--- config.mk ---
export PLATFORM = sky130hd
export DESIGN_NAME = lcd_page_sched_flat
export DESIGN_NICKNAME = d
export VERILOG_FILES = /design/src/rtl/lcd_page_sched_pkg.sv /design/src/rtl/lcd_page_sched_if.sv /design/src/rtl/lcd_page_sched_rr_arbiter.sv /design/src/rtl/lcd_page_sched.sv /design/src/flat_wrapper.sv
export SDC_FILE = /design/constraint.sdc
export NUM_CORES = 1
export LEC_CHECK = 0
export ABC_AREA = 1
export BUFFER_PORTS_ARGS = -buffer_cell sky130_fd_sc_hd__buf_2
export CAP_MARGIN = 20
export CORE_AREA = 2 2 503 505
export DETAILED_ROUTE_END_ITERATION = 16
export DIE_AREA = 0 0 505 507
export GPL_ROUTABILITY_DRIVEN = 1
export GPL_TIMING_DRIVEN = 0
export PLACE_DENSITY = 0.35
export SYNTH_ARGS = -nofsm -noshare
export SYNTH_HDL_FRONTEND = slang
export SYNTH_HIERARCHICAL = 1
export SYNTH_SLANG_ARGS = --single-unit
--- constraint.sdc ---
create_clock -name clk_50MHz -period 2.05 [get_ports clk_50MHz]
set_input_delay 0.1025 -clock clk_50MHz [delete_from_list [all_inputs] [get_ports clk_50MHz]]
set_output_delay 0.1025 -clock clk_50MHz [all_outputs]
set_load 0.005 [all_outputs]
--- src/rtl/lcd_page_sched_pkg.sv ---
// Shared types and constants for the LCD page scheduler: row geometry,
// power-up row text and the scheduler state encoding.
package lcd_pkg;

  localparam int CHARS_PER_ROW = 16;
  localparam int ROW_W         = CHARS_PER_ROW * 8;

  // Sixteen '?' characters shown until the first real frame is latched.
  localparam logic [ROW_W-1:0] ROW_INIT = {CHARS_PER_ROW{8'h3F}};

  typedef enum logic {
    ROTATE = 1'b0,
    MSG    = 1'b1
  } sched_state_t;

  // Width of a counter or pointer that must hold values 0..n-1; never below 1 bit.
  function automatic int cnt_w(input int n);
    return (n > 1) ? $clog2(n) : 1;
  endfunction

endpackage

--- src/rtl/lcd_page_sched_if.sv ---
// Message request bus between the text requesters and the page scheduler:
// level requests with per-requester row text, and a one-cycle grant pulse.
interface lcd_page_sched_if #(
  parameter int NREQ = 2
);
  import lcd_pkg::*;

  logic [NREQ-1:0]       req;
  logic [NREQ*ROW_W-1:0] req_row_a;
  logic [NREQ*ROW_W-1:0] req_row_b;
  logic [NREQ-1:0]       ack;

  modport master (output req, output req_row_a, output req_row_b, input ack);
  modport slave  (input req, input req_row_a, input req_row_b, output ack);

endinterface

--- src/rtl/lcd_page_sched_rr_arbiter.sv ---
// Combinational round-robin picker: first set request at or above the
// pointer, wrapping around. The pointer itself lives in the caller.
module rr_arbiter #(
  parameter int NREQ = 2,
  parameter int PW   = 1
) (
  input  logic [NREQ-1:0] i_req,
  input  logic [PW-1:0]   i_ptr,
  output logic            o_any,
  output logic [NREQ-1:0] o_grant,
  output logic [PW-1:0]   o_idx
);

  int w_base;

  // NOTE: every output gets a default before the search loop; a missing
  // default on any path of an always_comb would infer a latch.
  always_comb begin
    o_any   = 1'b0;
    o_grant = '0;
    o_idx   = '0;
    w_base  = int'(i_ptr) % NREQ;
    for (int k = 0; k < NREQ; k++) begin
      for (int j = 0; j < NREQ; j++) begin
        if (!o_any && i_req[j] && (j == (w_base + k) % NREQ)) begin
          o_any      = 1'b1;
          o_grant[j] = 1'b1;
          o_idx      = PW'(j);
        end
      end
    end
  end

endmodule

--- src/rtl/lcd_page_sched.sv ---
// Owns the LCD text rows: rotates the status/score pages and overlays
// round-robin granted full-screen messages for a fixed display time.
module lcd_page_sched
  import lcd_pkg::*;
#(
  parameter int NREQ       = 2,
  parameter int ROTATE_CYC = 100_000_000,
  parameter int MSG_CYC    = 75_000_000
) (
  input  logic             clk_50MHz,
  input  logic             reset_n,
  input  logic [ROW_W-1:0] stat_row_a,
  input  logic [ROW_W-1:0] stat_row_b,
  input  logic [ROW_W-1:0] score_row_a,
  input  logic [ROW_W-1:0] score_row_b,
  input  logic             hold_sw,
  lcd_page_sched_if.slave  msg_if,
  output logic [ROW_W-1:0] row_A,
  output logic [ROW_W-1:0] row_B,
  output logic             page,
  output logic             msg_active
);

  localparam int RW = cnt_w(ROTATE_CYC);
  localparam int MW = cnt_w(MSG_CYC);
  localparam int PW = cnt_w(NREQ);

  localparam logic [RW-1:0] ROT_LAST = RW'(ROTATE_CYC - 1);
  localparam logic [MW-1:0] MSG_LAST = MW'(MSG_CYC - 1);

  sched_state_t     r_state;
  logic [RW-1:0]    r_rot_cnt;
  logic [MW-1:0]    r_msg_cnt;
  logic [PW-1:0]    r_rr_ptr;
  logic [ROW_W-1:0] r_row_a;
  logic [ROW_W-1:0] r_row_b;
  logic             r_page;
  logic             r_msg_active;

  logic             w_any;
  logic [NREQ-1:0]  w_grant;
  logic [PW-1:0]    w_idx;
  logic [PW-1:0]    w_ptr_next;
  logic             w_grant_ok;
  logic [ROW_W-1:0] w_page_a;
  logic [ROW_W-1:0] w_page_b;
  logic [ROW_W-1:0] w_req_a;
  logic [ROW_W-1:0] w_req_b;

  rr_arbiter #(
    .NREQ (NREQ),
    .PW   (PW)
  ) u_arb (
    .i_req   (msg_if.req),
    .i_ptr   (r_rr_ptr),
    .o_any   (w_any),
    .o_grant (w_grant),
    .o_idx   (w_idx)
  );

  // Grants happen any cycle in ROTATE, or only on the last cycle of a
  // message; a reset cycle never grants so no requester loses its text.
  assign w_grant_ok = reset_n && w_any && ((r_state == ROTATE) || (r_msg_cnt == MSG_LAST));
  assign msg_if.ack = w_grant_ok ? w_grant : '0;

  assign w_ptr_next = (w_idx == PW'(NREQ - 1)) ? '0 : w_idx + PW'(1);
  assign w_page_a   = r_page ? score_row_a : stat_row_a;
  assign w_page_b   = r_page ? score_row_b : stat_row_b;

  always_comb begin
    w_req_a = '0;
    w_req_b = '0;
    for (int k = 0; k < NREQ; k++) begin
      if (w_grant[k]) begin
        w_req_a = w_req_a | msg_if.req_row_a[k*ROW_W +: ROW_W];
        w_req_b = w_req_b | msg_if.req_row_b[k*ROW_W +: ROW_W];
      end
    end
  end

  // NOTE: all state below uses non-blocking assignments so every register
  // samples pre-edge values; reset is sampled on the clock edge only.
  always_ff @(posedge clk_50MHz) begin
    if (!reset_n) begin
      r_state      <= ROTATE;
      r_rot_cnt    <= '0;
      r_msg_cnt    <= '0;
      r_rr_ptr     <= '0;
      r_row_a      <= ROW_INIT;
      r_row_b      <= ROW_INIT;
      r_page       <= 1'b0;
      r_msg_active <= 1'b0;
    end else if (w_grant_ok) begin
      // A grant wins over a coinciding page expiry and restarts rotation.
      r_state      <= MSG;
      r_row_a      <= w_req_a;
      r_row_b      <= w_req_b;
      r_msg_active <= 1'b1;
      r_msg_cnt    <= '0;
      r_rot_cnt    <= '0;
      r_rr_ptr     <= w_ptr_next;
    end else begin
      case (r_state)
        ROTATE: begin
          r_row_a <= w_page_a;
          r_row_b <= w_page_b;
          if (!hold_sw) begin
            if (r_rot_cnt == ROT_LAST) begin
              r_rot_cnt <= '0;
              r_page    <= ~r_page;
            end else begin
              r_rot_cnt <= r_rot_cnt + RW'(1);
            end
          end
        end
        MSG: begin
          r_rot_cnt <= '0;
          if (r_msg_cnt == MSG_LAST) begin
            r_state      <= ROTATE;
            r_row_a      <= w_page_a;
            r_row_b      <= w_page_b;
            r_msg_active <= 1'b0;
            r_msg_cnt    <= '0;
          end else begin
            r_msg_cnt <= r_msg_cnt + MW'(1);
          end
        end
      endcase
    end
  end

  assign row_A      = r_row_a;
  assign row_B      = r_row_b;
  assign page       = r_page;
  assign msg_active = r_msg_active;

endmodule

--- src/flat_wrapper.sv ---
// flat-port wrapper written by rule: the top's interface ports become plain ports
module lcd_page_sched_flat import lcd_pkg::*;
#(
  parameter int NREQ       = 2,
  parameter int ROTATE_CYC = 100_000_000,
  parameter int MSG_CYC    = 75_000_000
)
  (clk_50MHz, reset_n, stat_row_a, stat_row_b, score_row_a, score_row_b, hold_sw, row_A, row_B, page, msg_active, msg_if_req, msg_if_req_row_a, msg_if_req_row_b, msg_if_ack);
  lcd_page_sched_if #(.NREQ(NREQ)) msg_if_i ();
  input  logic clk_50MHz;
  input  logic reset_n;
  input  logic [ROW_W-1:0] stat_row_a;
  input  logic [ROW_W-1:0] stat_row_b;
  input  logic [ROW_W-1:0] score_row_a;
  input  logic [ROW_W-1:0] score_row_b;
  input  logic hold_sw;
  output logic [ROW_W-1:0] row_A;
  output logic [ROW_W-1:0] row_B;
  output logic page;
  output logic msg_active;
  input wire logic [$bits(msg_if_i.req)-1:0] msg_if_req;
  input wire logic [$bits(msg_if_i.req_row_a)-1:0] msg_if_req_row_a;
  input wire logic [$bits(msg_if_i.req_row_b)-1:0] msg_if_req_row_b;
  output wire logic [$bits(msg_if_i.ack)-1:0] msg_if_ack;
  assign msg_if_i.req = msg_if_req;
  assign msg_if_i.req_row_a = msg_if_req_row_a;
  assign msg_if_i.req_row_b = msg_if_req_row_b;
  assign msg_if_ack = msg_if_i.ack;
  lcd_page_sched #(.NREQ(NREQ), .ROTATE_CYC(ROTATE_CYC), .MSG_CYC(MSG_CYC)) u_core (.clk_50MHz(clk_50MHz), .reset_n(reset_n), .stat_row_a(stat_row_a), .stat_row_b(stat_row_b), .score_row_a(score_row_a), .score_row_b(score_row_b), .hold_sw(hold_sw), .msg_if(msg_if_i), .row_A(row_A), .row_B(row_B), .page(page), .msg_active(msg_active));
endmodule
==> Word-level counts from Yosys, hierarchy flattened <==
Index checks and enable logic that the tools add are counted.
{ "totals": {"regBits": 314, "ramBits": 0, "latchBits": 0, "mem_count": 0, "output_inout_bits": 260, "romBits": 0, "in_bits": 1029, "wordCells": 78} }
{ "op_classes": {"n_mux": 33, "n_eq_ne": 5, "reduce_logical": 20, "div": 0, "shifts": 0, "addsub": 4, "bitwise_logic": 8, "mul": 0, "magnitude_cmp": 0} }
{ "op_table": {"columns": ["op", "n"], "rows": [
  ["$mux 128", 10],
  ["$pmux 128 s2", 2],
  ["$or 128x128->128", 2],
  ["$mux 27", 3],
  ["$logic_not 32->1", 2],
  ["$add 27x1->27 const B", 2],
  ["$eq 27x27->1 const B", 2],
  ["$pmux 27 s2", 1],
  ["$mux 1", 16],
  ["$logic_and 1x1->1", 9],
  ["$not 1->1", 5],
  ["$reduce_and 4->1", 1],
  ["$reduce_bool 2->1", 2],
  ["$logic_not 1->1", 3],
  ["$ne 3x3->1 const B", 1],
  ["$add 1x1->1 const B", 2],
  ["$eq 2x2->1 const A", 1],
  ["$mux 2", 1],
  ["$ne 2x2->1 const B", 1],
  ["$reduce_and 2->1", 1],
  ["$reduce_or 2->1", 1],
  ["$and 1x1->1 const A", 1],
  ["$logic_or 1x1->1", 1]
]} }

==> Depth between registers and ports, before layout <==
{ "depth": {"depth_word": 19, "mapped_depth": 14, "depth_no_buf": 12} }

==> Cells and area by module <==
The synthesis kept the hierarchy.
{ "by_module_without_submodules": {"columns": ["mod", "area_each_um2", "seq_area_each_um2", "cells_each", "n_inst"], "rows": [
  ["lcd_page_sched", 19308.5, 6286.0, 3027, 1],
  ["rr_arbiter", 28.8, 0.0, 7, 1]
]} }

==> Worst setup path after synthesis <==
Ideal clock, no wire load.
{ "synth_path": {"kind": "register -> register", "startpoint": "register u_core.r_msg_cnt[0]", "endpoint": "register u_core.r_msg_cnt[12]", "path_stages_with_launch": 13, "arrival_time_ns": 1.631, "slack_ns": 0.302, "path_buffers": 2, "setup_ns": 0.117, "required_time_ns": 1.933, "path_cell_list": "dfxtp_1 > ha_1 > nand2_1 > nor2_1 > nand2_1 > nor2_1 > nand2_1 > nand2_2 > buf_6 > nand2_4 > nand2_1 > buf_2 > nor2_1"} }
{ "synth_between": {"elab_chain_len": 4} }
{ "synth_rtl": {"columns": ["item", "line_no", "source"], "rows": [
  ["from (decl)", "lcd_page_sched.sv:33", "logic [MW-1:0] r_msg_cnt;"],
  ["from (signal assigned)", "lcd_page_sched.sv:125", "r_msg_cnt <= r_msg_cnt + MW'(1);"],
  ["branches (longest 4 deep; another with $add 27x1->27)", null, null]
]} }
Parallel ways; which one is timed is not known.
A chain may end at the register's enable or synchronous reset.

==> Worst setup path in the final report <==
{ "layout_path": {"startpoint": "register u_core.r_rr_ptr", "endpoint": "output port msg_if_ack[0]"} }
{ "layout_rtl": {"columns": ["item", "line_no", "source"], "rows": [
  ["from (decl)", "lcd_page_sched.sv:34", "logic [PW-1:0] r_rr_ptr;"],
  ["from (signal assigned)", "lcd_page_sched.sv:101", "r_rr_ptr <= w_ptr_next;"],
  ["$logic_not 32->1", "lcd_page_sched_rr_arbiter.sv:25", "if (!o_any && i_req[j] && (j == (w_base + k) % NREQ)) begin"],
  ["$logic_and 1x1->1", "lcd_page_sched_rr_arbiter.sv:25", null],
  ["$mux 1", "lcd_page_sched_rr_arbiter.sv:25", null],
  ["$logic_not 1->1", "lcd_page_sched_rr_arbiter.sv:25", null],
  ["$logic_and 1x1->1 (2 in series)", "lcd_page_sched_rr_arbiter.sv:25", null],
  ["$mux 1", "lcd_page_sched_rr_arbiter.sv:25", null],
  ["$logic_not 1->1", "lcd_page_sched_rr_arbiter.sv:25", null],
  ["$logic_and 1x1->1 (2 in series)", "lcd_page_sched_rr_arbiter.sv:25", null],
  ["$mux 1 *", "lcd_page_sched_rr_arbiter.sv:25", null],
  ["named net u_core.w_grant[0]", "lcd_page_sched.sv:41", "logic [NREQ-1:0] w_grant;"],
  ["$mux 2 *", "lcd_page_sched.sv:64", "assign msg_if.ack = w_grant_ok ? w_grant : '0;"],
  ["to (decl)", "flat_wrapper.sv:24", "output wire logic [$bits(msg_if_i.ack)-1:0] msg_if_ack;"]
]} }
Mark *: on every way through the listed nets, which the timed path passes. The rest lies on a longest branch.

==> results.json <==
{
  "status": "finished with violations",
  "violations": "negative setup slack",
  "final_antenna_net_count": 0,
  "fin_crit_sh_pct": 117,
  "synth_area_per_cell_um2": 6.37,
  "dieArea_um2": 256000,
  "fin_crit_ps": 2390,
  "slowest_stage": "dfxtp_2",
  "place_ws_ps": -2450,
  "hold_slack_ps": 15.9,
  "yosys.area.top_type": "dfxtp_1",
  "clock_skew_ps": 44.0,
  "cp-end-kind": "primary output",
  "dpl_cell_area_um2": 30200,
  "layout-drive-gt1-share_pct": 37.9,
  "clock_sinks": 314,
  "core-area_um2": 250000,
  "synth_cells": 3034,
  "fill_cells": 28800,
  "fp.dieH_um": 507,
  "syn_nets": 4065,
  "crit_type": "reg -> out",
  "synthDistinctLibCells": 35,
  "finalPower_mw": 25.2,
  "die_x_um": 505,
  "max-cap-violations": 0,
  "grt_setup_unrepaired": "yes",
  "synth_edf_count": 0,
  "cp-start-kind": "flip-flop",
  "first_global_vias": 33700,
  "finalHoldViolCount": 0,
  "yosys_warnings": 6,
  "maxSlewViolCount": 0,
  "clk_latency_ps": 710,
  "cts-root-buf": "clkbuf_16",
  "antenna_found_initial": 167,
  "critPathArrivalTime_ps": 2290,
  "syn_area_um2": 19300,
  "track_usage_pct": 19.0,
  "cts_tree": "yes",
  "overflow": 0,
  "routed_wl_um": 257000,
  "p_per_area_nw_per_um2": 549,
  "synthTopCellsByCount": "nand2_1 (1159), dfxtp_1 (314), nand3_1 (266), inv_1 (192), a21oi_1 (190)",
  "ys_seq_elements": 314,
  "start_util_pct": 7.72,
  "avgViaCountPerCell": 3.78,
  "htreeDepth": 2,
  "grt_max_degree": 15,
  "cp_num_buf_inv": 6,
  "drcViolationCount": 0,
  "vias": 33500,
  "fmax_mhz": 418,
  "synth_most_common_cell": "nand2_1",
  "max_slew.worst_pin.slew_ps": 1080,
  "async_flop_share_pct": 0,
  "peakVddDrop_uv": 630,
  "synth_flop_cell": "dfxtp_1",
  "cp.required_ps": 1950,
  "slew-limit-headroom_pct": 28.2,
  "cts_max_path_buffers": 3,
  "setup_violations": 192,
  "grt_pass1_wl_um": 324000,
  "cts_buffers": 51,
  "critical_path.cell_chain": "nand2_4 -> nand2_4 -> clkinvlp_4 -> buf_12 -> clkbuf_4 -> buf_4 -> inv_1 -> nor2_2 -> buf_2",
  "fin_ws_ps": -342,
  "cpPeakStageDelay_ps": 330,
  "avgRoutedWirePerCell_um": 29.1,
  "netlist.area_leader.share_pct": 32.5,
  "ys_top_cells_by_area": "dfxtp_1 (33%), nand2_1 (22%), a32o_1 (8.1%)",
  "core.rowCount": 184,
  "crit_top_cell": "nand2_4",
  "post-dp-hpwl_um": 218000,
  "hold_path_class": "in -> reg",
  "first_pass_iters": 5,
  "numPortBuffers": 1288,
  "yosysSeqAreaShare_pct": 32.5,
  "path_delay_family": "buffers and inverters",
  "design_area_um2": 45800,
  "gp_congestion": 1.00,
  "p_leak_nw": 19.9,
  "path_max_fanout": 11,
  "clk_pin_slew_ps": 60,
  "io_pins": 1289,
  "syn2layout_area_growth_pct": 137,
  "num-nets-final": 6426,
  "drt_iter0_markers": 2478
}
## worst paths after layout
path	endpoint	start	cells past startpoint	slack (ps)
worst min register to register	u_core/row_A[119]$_SDFFE_PN0P_	u_core/row_A[119]$_SDFFE_PN0P_	2	440
worst max register to register	u_core/row_A[111]$_SDFFE_PN0P_	u_core/r_msg_cnt[1]$_SDFFE_PP0P_	17	-210
worst min-delay path	u_core/row_A[76]$_SDFFE_PN1P_	stat_row_a[76]	6	20
worst max-delay path	msg_if_ack[0]	u_core/r_rr_ptr$_SDFFE_PN0N_	9	-340
## per-stage QoR
| step | setup TNS, ps | util (%) | instances |
|---|---|---|---|
| 2_1_floorplan | 0 | - | 3034 |
| 3_3_place_gp | -498910 | 12.0 | 7670 |
| 3_5_place_dp | -326060 | 12.1 | 7685 |
| 4_1_cts | -52390 | 17.4 | 8741 |
| 5_1_grt | -37420 | 18.3 | 8811 |
| 6_report | -14940 | 18.3 | 8850 |
## where the power goes
part	total [mW]	internal, mW	leakage, nW	switching [mW]
sequential	6.95	6.62	2.60	0.333
combinational	9.02	4.10	16.5	4.91
clock	9.20	5.21	0.811	3.99
## cells by family after synthesis
| family | count (synthesis) | share of synthesized area (%) |
|---|---|---|
| AND/OR/NAND/NOR | 1603 | 33.3 |
| AO/OA/AOI/OAI | 645 | 23.3 |
| buffers and inverters | 441 | 9.33 |
| flip-flops | 314 | 32.5 |
| XOR/XNOR | 18 | 0.815 |
| multiplexers | 11 | 0.569 |
| adder cells (fa/ha/maj) | 2 | 0.129 |
## registers in the layout (all words and copies together) (netlist names)
name / cells
u_core/row_A: 128
u_core/row_B: 128
u_core/r_state: 1
u_core/page: 1
u_core/msg_active: 1
u_core/r_msg_cnt: 27
u_core/r_rot_cnt: 27
u_core/r_rr_ptr: 1
## worst register-to-register path, cell delays in order (launching register included)
cell and delay [ps]:
dfxtp_2 350, ha_4 150, nand2_4 50, nor2_4 100, nand2_2 70, nor2_4 130
nand2_4 80, nand2_8 70, buf_6 100, buf_8 120, nand2_8 90, clkinv_16 100
buf_16 180, buf_16 170, buf_16 170, buf_12 150, nand3_2 80, nand2_1 60
## layout by cell type, fill, tap and decap left out, types with 11 or more instances in the layout
cell type	n
nor3_1	14
nand2_1	1034
dfxtp_1	301
clkbuf_4	29
nand3_1	198
o21ai_2	69
buf_2	1297
a221o_1	76
clkbuf_8	19
clkbuf_1	40
o21a_1	16
dfxtp_2	12
a21oi_2	22
dlygate4sd3_1	907
nand3_4	26
buf_6	48
clkbuf_16	72
o21ai_1	45
a32o_1	130
nor2_1	127
nand2_4	69
buf_12	55
nand3_2	42
buf_16	11
xor2_1	14
diode_2	69
buf_4	59
clkbuf_2	57
nand4_1	17
o21ai_0	67
o211ai_1	18
buf_8	27
a32o_2	26
a21oi_1	162
inv_1	191
nand2_2	52
## routing by layer
layer  vias up  global-route usage [%]  share of wire [%]
met4        70                    6.57                4.2
met1     16000                    21.1                 37
li1      15100                       -                  -
met3       477                    6.14                8.8
met5         -                       0               0.17
met2      1813                    33.8                 49
## layout make-up
cell class	instances	area, µm²	area share, %
Timing Repair Buffer	2320	17400	37.9
Multi-Input combinational cell	2279	13100	28.6
Sequential cell	314	6300	13.8
Tap cell	3348	4190	9.14
Buffer	232	2250	4.91
Clock buffer	72	1470	3.20
Inverter	197	783	1.71
Clock inverter	19	199	0.434
Antenna cell	69	173	0.377
## what timing repair did
item                                   4_1_cts  5_1_grt
hold buffers                               903        4
gates resized for setup                    581      629
endpoints found under the hold margin      260        4
pin swaps                                   14       48
gates cloned                                11       14
buffers inserted                            55       45
setup endpoints to repair                  316      309
Note: power is estimated with default switching activity, not from simulation.
